==> src/rtl/pipe_pkg.sv <==
// Shared pipeline-control types and constants for the hazard/interlock logic.
package pipe_pkg;

    localparam int REG_IDX_W   = 5;
    localparam int MC_LAT_DFLT = 4;

    typedef enum logic {
        IDLE    = 1'b0,
        MC_BUSY = 1'b1
    } hz_state_t;

endpackage

==> src/rtl/sat_counter.sv <==
// Saturating event counter with synchronous clear; updates one cycle after inc/clr.
// Clear has priority over increment, and the count holds at all-ones instead of wrapping.
module sat_counter #(
    parameter int W = 32
) (
    input  logic         clk,
    input  logic         rst_n,
    input  logic         inc,
    input  logic         clr,
    output logic [W-1:0] cnt
);

    logic [W-1:0] r_cnt;

    always_ff @(posedge clk or negedge rst_n) begin
        if (!rst_n) begin
            r_cnt <= '0;
        end else if (clr) begin
            r_cnt <= '0;
        end else if (inc && (r_cnt != {W{1'b1}})) begin
            r_cnt <= r_cnt + W'(1);
        end
    end

    assign cnt = r_cnt;

endmodule

==> src/rtl/hazard_ctrl.sv <==
// Pipeline interlock: load-use stall, taken-branch squash, multi-cycle ALU hold, event counters.
// Stall/flush controls are combinational in the same cycle; state and counters update on posedge clk.
module hazard_ctrl
    import pipe_pkg::*;
#(
    parameter int MC_LAT = MC_LAT_DFLT,
    parameter int CNT_W  = 32
) (
    input  logic                 clk,
    input  logic                 rst_n,
    input  logic [REG_IDX_W-1:0] RP1_OF,
    input  logic [REG_IDX_W-1:0] RP2_OF,
    input  logic                 readsRP1_OF,
    input  logic                 readsRP2_OF,
    input  logic                 is_Ld_ALU,
    input  logic                 isWb_ALU,
    input  logic [REG_IDX_W-1:0] rd_ALU,
    input  logic                 isBranchTaken_ALU,
    input  logic                 mcStart_ALU,
    input  logic                 clrCnt,
    output logic                 stall_PC,
    output logic                 stall_IFOF,
    output logic                 stall_OFALU,
    output logic                 flush_IFOF,
    output logic                 flush_OFALU,
    output logic                 flush_ALUMA,
    output logic                 mcBusy,
    output logic                 mcDone,
    output logic [CNT_W-1:0]     stallCount,
    output logic [CNT_W-1:0]     flushCount
);

    localparam int MCW = $clog2(MC_LAT);

    hz_state_t      r_state;
    hz_state_t      w_state_nxt;
    logic [MCW-1:0] r_mc_cnt;
    logic [MCW-1:0] w_mc_cnt_nxt;
    logic           w_lu_haz;

    assign w_lu_haz = is_Ld_ALU & isWb_ALU &
                      ((readsRP1_OF & (RP1_OF == rd_ALU)) |
                       (readsRP2_OF & (RP2_OF == rd_ALU)));

    always_ff @(posedge clk or negedge rst_n) begin
        if (!rst_n) begin
            r_state  <= IDLE;
            r_mc_cnt <= '0;
        end else begin
            r_state  <= w_state_nxt;
            r_mc_cnt <= w_mc_cnt_nxt;
        end
    end

    // A taken branch squashes the ALU-stage instruction, so it never starts a multi-cycle op.
    always_comb begin
        w_state_nxt  = r_state;
        w_mc_cnt_nxt = r_mc_cnt;
        case (r_state)
            IDLE: begin
                if (!isBranchTaken_ALU && mcStart_ALU) begin
                    w_state_nxt  = MC_BUSY;
                    w_mc_cnt_nxt = MCW'(MC_LAT - 2);
                end
            end
            MC_BUSY: begin
                if (r_mc_cnt != '0) begin
                    w_mc_cnt_nxt = r_mc_cnt - MCW'(1);
                end else begin
                    w_state_nxt = IDLE;
                end
            end
            default: w_state_nxt = IDLE;
        endcase
    end

    always_comb begin
        stall_PC    = 1'b0;
        stall_IFOF  = 1'b0;
        stall_OFALU = 1'b0;
        flush_IFOF  = 1'b0;
        flush_OFALU = 1'b0;
        flush_ALUMA = 1'b0;
        mcDone      = 1'b0;
        if (rst_n) begin
            case (r_state)
                IDLE: begin
                    if (isBranchTaken_ALU) begin
                        flush_IFOF  = 1'b1;
                        flush_OFALU = 1'b1;
                    end else if (mcStart_ALU) begin
                        stall_PC    = 1'b1;
                        stall_IFOF  = 1'b1;
                        stall_OFALU = 1'b1;
                        flush_ALUMA = 1'b1;
                    end else if (w_lu_haz) begin
                        stall_PC    = 1'b1;
                        stall_IFOF  = 1'b1;
                        flush_OFALU = 1'b1;
                    end
                end
                MC_BUSY: begin
                    if (r_mc_cnt != '0) begin
                        stall_PC    = 1'b1;
                        stall_IFOF  = 1'b1;
                        stall_OFALU = 1'b1;
                        flush_ALUMA = 1'b1;
                    end else begin
                        mcDone = 1'b1;
                    end
                end
                default: ;
            endcase
        end
    end

    assign mcBusy = (r_state == MC_BUSY);

    sat_counter #(.W(CNT_W)) u_stall_cnt (
        .clk   (clk),
        .rst_n (rst_n),
        .inc   (stall_PC),
        .clr   (clrCnt),
        .cnt   (stallCount)
    );

    sat_counter #(.W(CNT_W)) u_flush_cnt (
        .clk   (clk),
        .rst_n (rst_n),
        .inc   (flush_IFOF),
        .clr   (clrCnt),
        .cnt   (flushCount)
    );

endmodule

==> config.mk <==
export PLATFORM = sky130hd
export DESIGN_NAME = hazard_ctrl
export DESIGN_NICKNAME = d
export VERILOG_FILES = /design/src/rtl/pipe_pkg.sv /design/src/rtl/sat_counter.sv /design/src/rtl/hazard_ctrl.sv
export SDC_FILE = /design/constraint.sdc
export NUM_CORES = 1
export LEC_CHECK = 0
export CORE_MARGIN = 4
export CORE_UTILIZATION = 45
export DETAILED_ROUTE_END_ITERATION = 10
export GPL_ROUTABILITY_DRIVEN = 0
export GPL_TIMING_DRIVEN = 0
export PLACE_DENSITY = 0.82
export RECOVER_POWER = 100
export SYNTH_ARGS = -nofsm -noshare
export SYNTH_HDL_FRONTEND = slang
export SYNTH_SLANG_ARGS = --single-unit
==> constraint.sdc <==
create_clock -name clk -period 2 [get_ports clk]
set_clock_uncertainty 0.05 [all_clocks]
set_input_delay 0.4 -clock clk [delete_from_list [all_inputs] [get_ports clk]]
set_output_delay 0.4 -clock clk [all_outputs]
set_load 0.02 [all_outputs]
==> results of run 1 <==
## timing repair
action                                  CTS  global route
pin swaps                                38            28
setup buffers                            18            30
cloned                                    1             1
hold endpoints to repair                 67            67
resized for setup                       138            66
endpoints found under the setup margin   68            65
## sequential cells by signal (all words and copies together), names as in the netlist
signal,count
mcBusy,1
r_mc_cnt,2
u_flush_cnt.cnt,32
u_stall_cnt.cnt,32
## cell families after synthesis
family	after synthesis	synth area share, %
muxes	4	1.165
AOI/OAI and AO/OA	76	11.55
buffers and inverters	26	3.629
xor gates and xnor gates	37	8.622
adders and majority gates	3	0.9988
DFF	67	44.61
and+or+nand+nor	199	29.43
## power breakdown
group	switching, mW	internal, mW
clock network	0.509	0.472
registers	0.0484	1.41
logic	0.594	0.588
## worst register-to-register path, stage by stage, from the launching register on
cell	delay, ns
dfrtp_1	0.37
inv_2	0.05
ha_4	0.17
a2111oi_4	0.34
a32o_2	0.30
buf_4	0.13
o21ai_2	0.06
buf_6	0.15
buf_4	0.14
or4_1	0.40
a21oi_1	0.13
## stage by stage
step	cells	cell area, um^2	setup WS [ns]
floorplan	412	3862	-0.09951
global placement	612	4945	-3.689
detailed placement	612	4942	-1.354
CTS	644	5473	-0.4256
global route	676	5938	-0.4402
finish	676	5938	-0.3695
## routing by layer
metal / vias up / track usage, % / routed length (um)
met5: - / 0 / 0
met4: 0 / 10.29 / 323
met3: 33 / 4.558 / 955
met2: 193 / 38.64 / 6290
met1: 1948 / 27.34 / 4863
li1: 1796 / - / -
## worst max path at each step
stage / end / slack [ns] / cells past startpoint
after detailed placement: stall_PC / -1.35 / 8
after floorplan: u_stall_cnt.cnt[7] / -0.1 / 9
final: stall_PC / -0.37 / 9
after global routing: stall_PC / -0.44 / 9
after global placement: stall_PC / -3.69 / 8
after CTS: stall_PC / -0.43 / 8
## layout make-up
| type | instances | area share (%) |
|---|---|---|
| tap | 105 | 2.212 |
| buffer | 16 | 2.571 |
| clock buffer | 12 | 2.444 |
| clock inverter | 3 | 0.2528 |
| multi-input combinational | 319 | 40.77 |
| sequential | 67 | 28.42 |
| inverter | 8 | 0.5478 |
| timing repair buffer | 146 | 22.78 |
## placed cells by master (no fill, tap or decap), types with 4 or more instances in the layout
master           Yosys  routed
clkdlybuf4s50_1      0      70
dfrtp_1             67      58
buf_4                5      45
nor2_1              41      39
nand2_1             33      30
xor2_1              32      28
nand3_1             24      23
a21oi_1             33      21
or3_1               21      19
buf_6                1      16
nand4_1             15      15
clkbuf_8             0      13
o21ai_0             23      13
and3_1              15      12
a21oi_2              0      12
dfrtp_2              0       9
clkbuf_1             8       7
o21ai_1              0       6
inv_1                8       5
xnor2_1              5       5
and2_1               5       5
nor3_2               0       5
or4_1                7       5
dlygate4sd2_1        0       5
buf_2                2       5
xor2_2               0       4
o21ai_2              1       4
nor2b_1              5       4
==> key figures, run 1 <==
Status
  – Status: finished, violations left
  – Failing checks: setup timing

Worst setup path
  – CP Buf/Inv Count: 4
  – Top Family by Delay on Critical Path: compound AO/OA/AOI/OAI gates
  – CP Max Fanout: 4
  – RR Endpoint: u_stall_cnt.cnt[29]
  – Reg2reg setup slack: -0.36 ns
  – Crit-path cells: inv_2, ha_4, nor2b_4, a21o_1, a32o_2, nor2_4, inv_4, buf_6, buf_6
  – CP Launch Point: r_mc_cnt[0]
  – CP max stage cell: dfrtp_1
  – Critical Path RT: ~1.6 ns
  – Setup crit end kind: primary output
  – Most frequent CP cell: buf_6
  – WP data arrival: 1.92 ns
  – Worst setup SP type: flop
  – Critical path class: flop to primary output
  – R2R Path Start: r_mc_cnt[1]
  – R2R depth: 10
  – Largest stage delay, worst path: 0.38 ns

Power
  – P_leak: 2.457 nW
  – Peak VDD IR: 0.0004448 V
  – Overall power: 3.616 mW
  – Power per Cell Area: 609.0 nW/um^2

Layout
  – Register area: 1688 um^2
  – Synthesis-to-layout area growth: 57.99%
  – Ant diodes: 0
  – Multi-input logic area: around 2400 um^2
  – Share of cells above drive strength 1: between 30% and 40%
  – Util after Layout: 72.64%
  – Nets: 594
  – Fillers: roughly 550

Hold path
  – Min-Delay Endpoint: u_stall_cnt.cnt[10]
  – Hold WC Path Type: flop to flop
  – HP Start: u_stall_cnt.cnt[10]
  – Hold path depth: 2

Detailed routing
  – Pre-Repair DR Iteration Count: 5
  – Final WL: between 10000 and 15000 um
  – DRC Markers: 0
  – Drt wl/cell: about 18 um
  – Via count: 3970
  – Avg Vias per Cell: 5.873
  – Violation count after the first detailed-route iteration: 284
  – Final ANT Viol Nets: 0

Global routing
  – Initial antenna violation count: 0
  – Gr usage total: 22.55%
  – Largest net degree at the start of global routing: between 70 and 80
  – First-pass GRT wire length: roughly 18000 um
  – Vias in the first global route: 3838
  – Total gr overflow: 0

STA
  – Measured slew at the worst slew-check pin: between 0.9 and 1 ns
  – Setup-failing EPs final: 39
  – Hold slack: 0.5269 ns
  – Slew Limit Headroom: 35.29%
  – Final period utilization: 118.5%
  – Final WS setup: -0.3695 ns
  – TNS Setup: -9.194 ns
  – Min cycle time layout: 2.369 ns
  – Unrepaired setup endpoints after global routing: yes
  – Final hold vios: 0
  – Final Max Slew Viols: 0
  – FMAX: 422.0 MHz

Clocking
  – Clk Latency, worst-skew pair: roughly 0.34 ns
  – CTS tree: yes
  – CTS Buf Count: 9
  – Clock root cell: clkbuf_8
  – Clk sink count: 67
  – Worst-path clk slew: 0.07 ns
  – H-Tree Depth: 3
  – Clock buffer depth: 2

Logic synthesis
  – Post-Syn Instances: 412
  – Main synth FF type: dfrtp_1
  – Area contributors post-synth: dfrtp_1, xor2_1, a21oi_1, nor2_1, or3_1
  – Most common cell in the netlist: dfrtp_1
  – Yosys warning count: 0
  – Syn avg cell area: 9.123 um^2
  – Leading area contributor after synthesis: dfrtp_1
  – Synth cell types: between 40 and 50
  – FF+latch count, synth: 67
  – Synth top area share: 44.61%
  – Ys async rst share: 100.0%
  – Post-synthesis sequential area ratio: 44.61%
  – Mapped cell area: between 3000 and 4000 um^2
  – EDFF count, synth: 0
  – Synth cell count leaders: dfrtp_1, nor2_1, a21oi_1, nand2_1, xor2_1
  – Syn Nets: 439

Floorplanning
  – Core area: 8175 um^2
  – Starting Density: 45.97%
  – I/O pin total: 96
  – Die H: 99.39 um
  – Row cnt: 33
  – Die Width: 99.39 um
  – Full die area: 9878 um^2

Placement
  – Final HPWL DP: 7310 um
  – PortBufs: 95

Run
  – Max cap viols: 0
Power figures use the tool's default switching activity.
==> run 2: changes to the inputs <==
--- a/config.mk
+++ b/config.mk
@@ -5,12 +5,14 @@
 export SDC_FILE = /design/constraint.sdc
 export NUM_CORES = 1
 export LEC_CHECK = 0
-export CORE_MARGIN = 4
-export CORE_UTILIZATION = 45
+export CELL_PAD_IN_SITES_DETAIL_PLACEMENT = 1
+export CELL_PAD_IN_SITES_GLOBAL_PLACEMENT = 1
+export CORE_MARGIN = 10
+export CORE_UTILIZATION = 33
 export DETAILED_ROUTE_END_ITERATION = 10
 export GPL_ROUTABILITY_DRIVEN = 0
 export GPL_TIMING_DRIVEN = 0
-export PLACE_DENSITY = 0.82
+export PLACE_DENSITY = 0.81
 export RECOVER_POWER = 100
 export SYNTH_ARGS = -nofsm -noshare
 export SYNTH_HDL_FRONTEND = slang
==> run 2 against run 1 <==
The flow finishes with violations (capacitance limit, slew limit, setup timing). Core utilization is 17 points lower. Count of clock-buffer cells in the layout is 1 higher. Maximum frequency is 1.5% lower.
==> key figures, run 2 (synthesized netlist as in run 1, its figures left out) <==
STA
  – Final hold vios: 0 (unchanged)
  – Slew Limit Headroom: -7.699% (-43 points)
  – Final Max Slew Viols: 63 (+63)
  – Final period utilization: 120.3% (+1.8 points)
  – Setup-failing EPs final: 65 (+67%)
  – Measured slew at the worst slew-check pin: 1.615 ns (+0.6448 ns)
  – Min cycle time layout: 2.406 ns (+0.03676 ns)
  – Unrepaired setup endpoints after global routing: yes
  – FMAX: 415.6 MHz (-1.5%)
  – Final WS setup: -0.4062 ns (-0.03676 ns)
  – Hold slack: 0.5413 ns (+0.01438 ns)
  – TNS Setup: -12.55 ns (-3.356 ns)

Clocking
  – CTS Buf Count: 9 (unchanged)
  – Clock root cell: clkbuf_16
  – Clk sink count: 67 (unchanged)
  – Clk Latency, worst-skew pair: 0.34 ns (about the same)
  – Clock buffer depth: 2 (unchanged)
  – H-Tree Depth: 3 (unchanged)
  – CTS tree: yes
  – Worst-path clk slew: 0.05 ns (-0.02 ns)

Layout
  – Most common cell after layout, fill and taps aside: clkdlybuf4s50_1
  – Most frequent cells in the layout: clkdlybuf4s50_1, dfrtp_1, nor2_1
  – Synthesis-to-layout area growth: 63.28%
  – Ant diodes: 0 (unchanged)
  – Nets: 593 (-0.17%)
  – Share of cells above drive strength 1: 33.10% (+1.6 points)

Detailed routing
  – DRC Markers: 0 (unchanged)
  – Pre-Repair DR Iteration Count: 4 (-1)
  – Violation count after the first detailed-route iteration: 245 (-14%)
  – Via count: 4009 (+0.98%)
  – Drt wl/cell: 23.10 um (+26%)
  – Final ANT Viol Nets: 0 (unchanged)
  – Avg Vias per Cell: 5.639 (-4.0%)
  – Final WL: 16420 um (+32%)

Global routing
  – Total gr overflow: 0 (unchanged)
  – Initial antenna violation count: 0 (unchanged)
  – Largest net degree at the start of global routing: 63 (-14%)
  – Vias in the first global route: 4174 (+8.8%)
  – Gr usage total: 16.69% (-5.9 points)
  – First-pass GRT wire length: 22110 um (+22%)

Floorplanning
  – Row cnt: 38 (+15%)
  – Die H: 126.7 um (+27%)
  – Core area: 10980 um^2 (+34%)
  – Die Width: 126.7 um (+27%)
  – Full die area: 16060 um^2 (+63%)
  – Starting Density: 34.22% (-12 points)
  – I/O pin total: 96 (unchanged)

Power
  – Peak VDD IR: 0.0004039 V (-9.2%)
  – Power per Cell Area: 710.5 nW/um^2 (+17%)
  – P_leak: 2.527 nW (+2.8%)

Status
  – Failing checks: capacitance limit, slew limit, setup timing
  – Status: finished, violations left

Worst setup path
  – CP Max Fanout: 8 (+4)
  – CP max stage cell: dfrtp_2
  – Crit-path cells: ha_4, and4_4, and3_4, clkbuf_8, nand3_4, o21ai_4, buf_6, buf_8, buf_12, mux2i_1, nor2_1
  – Largest stage delay, worst path: 0.44 ns (+0.06 ns)
  – WP data arrival: 2.56 ns (+0.64 ns)
  – Critical path class: flop to flop
  – Critical Path RT: 2.15 ns (+0.60 ns)
  – Setup crit end kind: flop
  – Worst setup SP type: flop

Hold path
  – Hold WC Path Type: flop to flop

Placement
  – PortBufs: 95 (unchanged)
  – DP Worst Slack: -1.143 ns (+0.2108 ns)
  – Final HPWL DP: 9279 um (+27%)

Run
  – Max cap viols: 1 (+1)
-- run 2: metal layers --
metal / wire length, um / up-vias / part of all wire (%) / global-route usage [%]
li1: - / 1795 / - / -
met1: 6317 / 2058 / 38 / 18.84
met2: 8777 / 126 / 53 / 29.86
met3: 905 / 30 / 5.5 / 3.540
met4: 422 / 0 / 2.6 / 6.564
met5: 0 / - / 0 / 0
-- run 2: report_power, final --
part / internal, mW / switching [mW]
combinational: 0.729 / 0.688
clock: 0.868 / 0.612
sequential: 1.41 / 0.0577
total: 3.00 / 1.36
-- run 2: repair_timing --
action / CTS / global route
setup buffers: 21 / 27
endpoints found under the setup margin: 66 / 70
gates resized for setup: 146 / 77
endpoints found under the hold margin: 5 / 0
gates cloned: 2 / 2
pin swaps: 38 / 42
hold buffers: 1 / 0
-- run 2: worst paths after layout --
kind | end | slack (ns) | start | depth (start not counted)
setup / recovery | u_stall_cnt.cnt[1] | -0.41 | u_stall_cnt.cnt[0] | 11
hold / removal | u_stall_cnt.cnt[31] | 0.54 | u_stall_cnt.cnt[31] | 2
setup reg to reg | u_stall_cnt.cnt[1] | -0.41 | u_stall_cnt.cnt[0] | 11
hold reg to reg | u_stall_cnt.cnt[31] | 0.54 | u_stall_cnt.cnt[31] | 2
max in group asynchronous | u_flush_cnt.cnt[15] | 0.05 | rst_n | 2
min in group asynchronous | u_flush_cnt.cnt[3] | 0.64 | rst_n | 2
-- run 2: metrics by stage --
stage	cell area [um^2]	utilization, %	total power, mW	instances
2_1_floorplan	3862	-	1.912	412
3_3_place_gp	4989	45.42	2.233	647
3_5_place_dp	5014	45.65	2.269	648
4_1_cts	5685	51.77	4.027	687
5_1_grt	6137	55.88	4.537	711
6_report	6137	55.88	4.360	711
-- run 2: final cells by class --
cell class | instances | area, um^2
Buffer | 16 | 147.6
Clock buffer | 13 | 250.2
Clock inverter | 3 | 15.01
Fill cell | 1190 | 4846
Inverter | 8 | 32.53
Multi-Input combinational cell | 319 | 2425
Sequential cell | 67 | 1692
Tap cell | 140 | 175.2
Timing Repair Buffer | 145 | 1400
-- run 2: worst max-delay path, delay by kind of cell, from the launching register on --
family          cells  cell delay [ns]
buf+inv             4             0.64
mux                 1             0.17
compound gates      1             0.15
flops               1             0.44
simple gates        4             0.66
fa+ha+maj           1             0.17
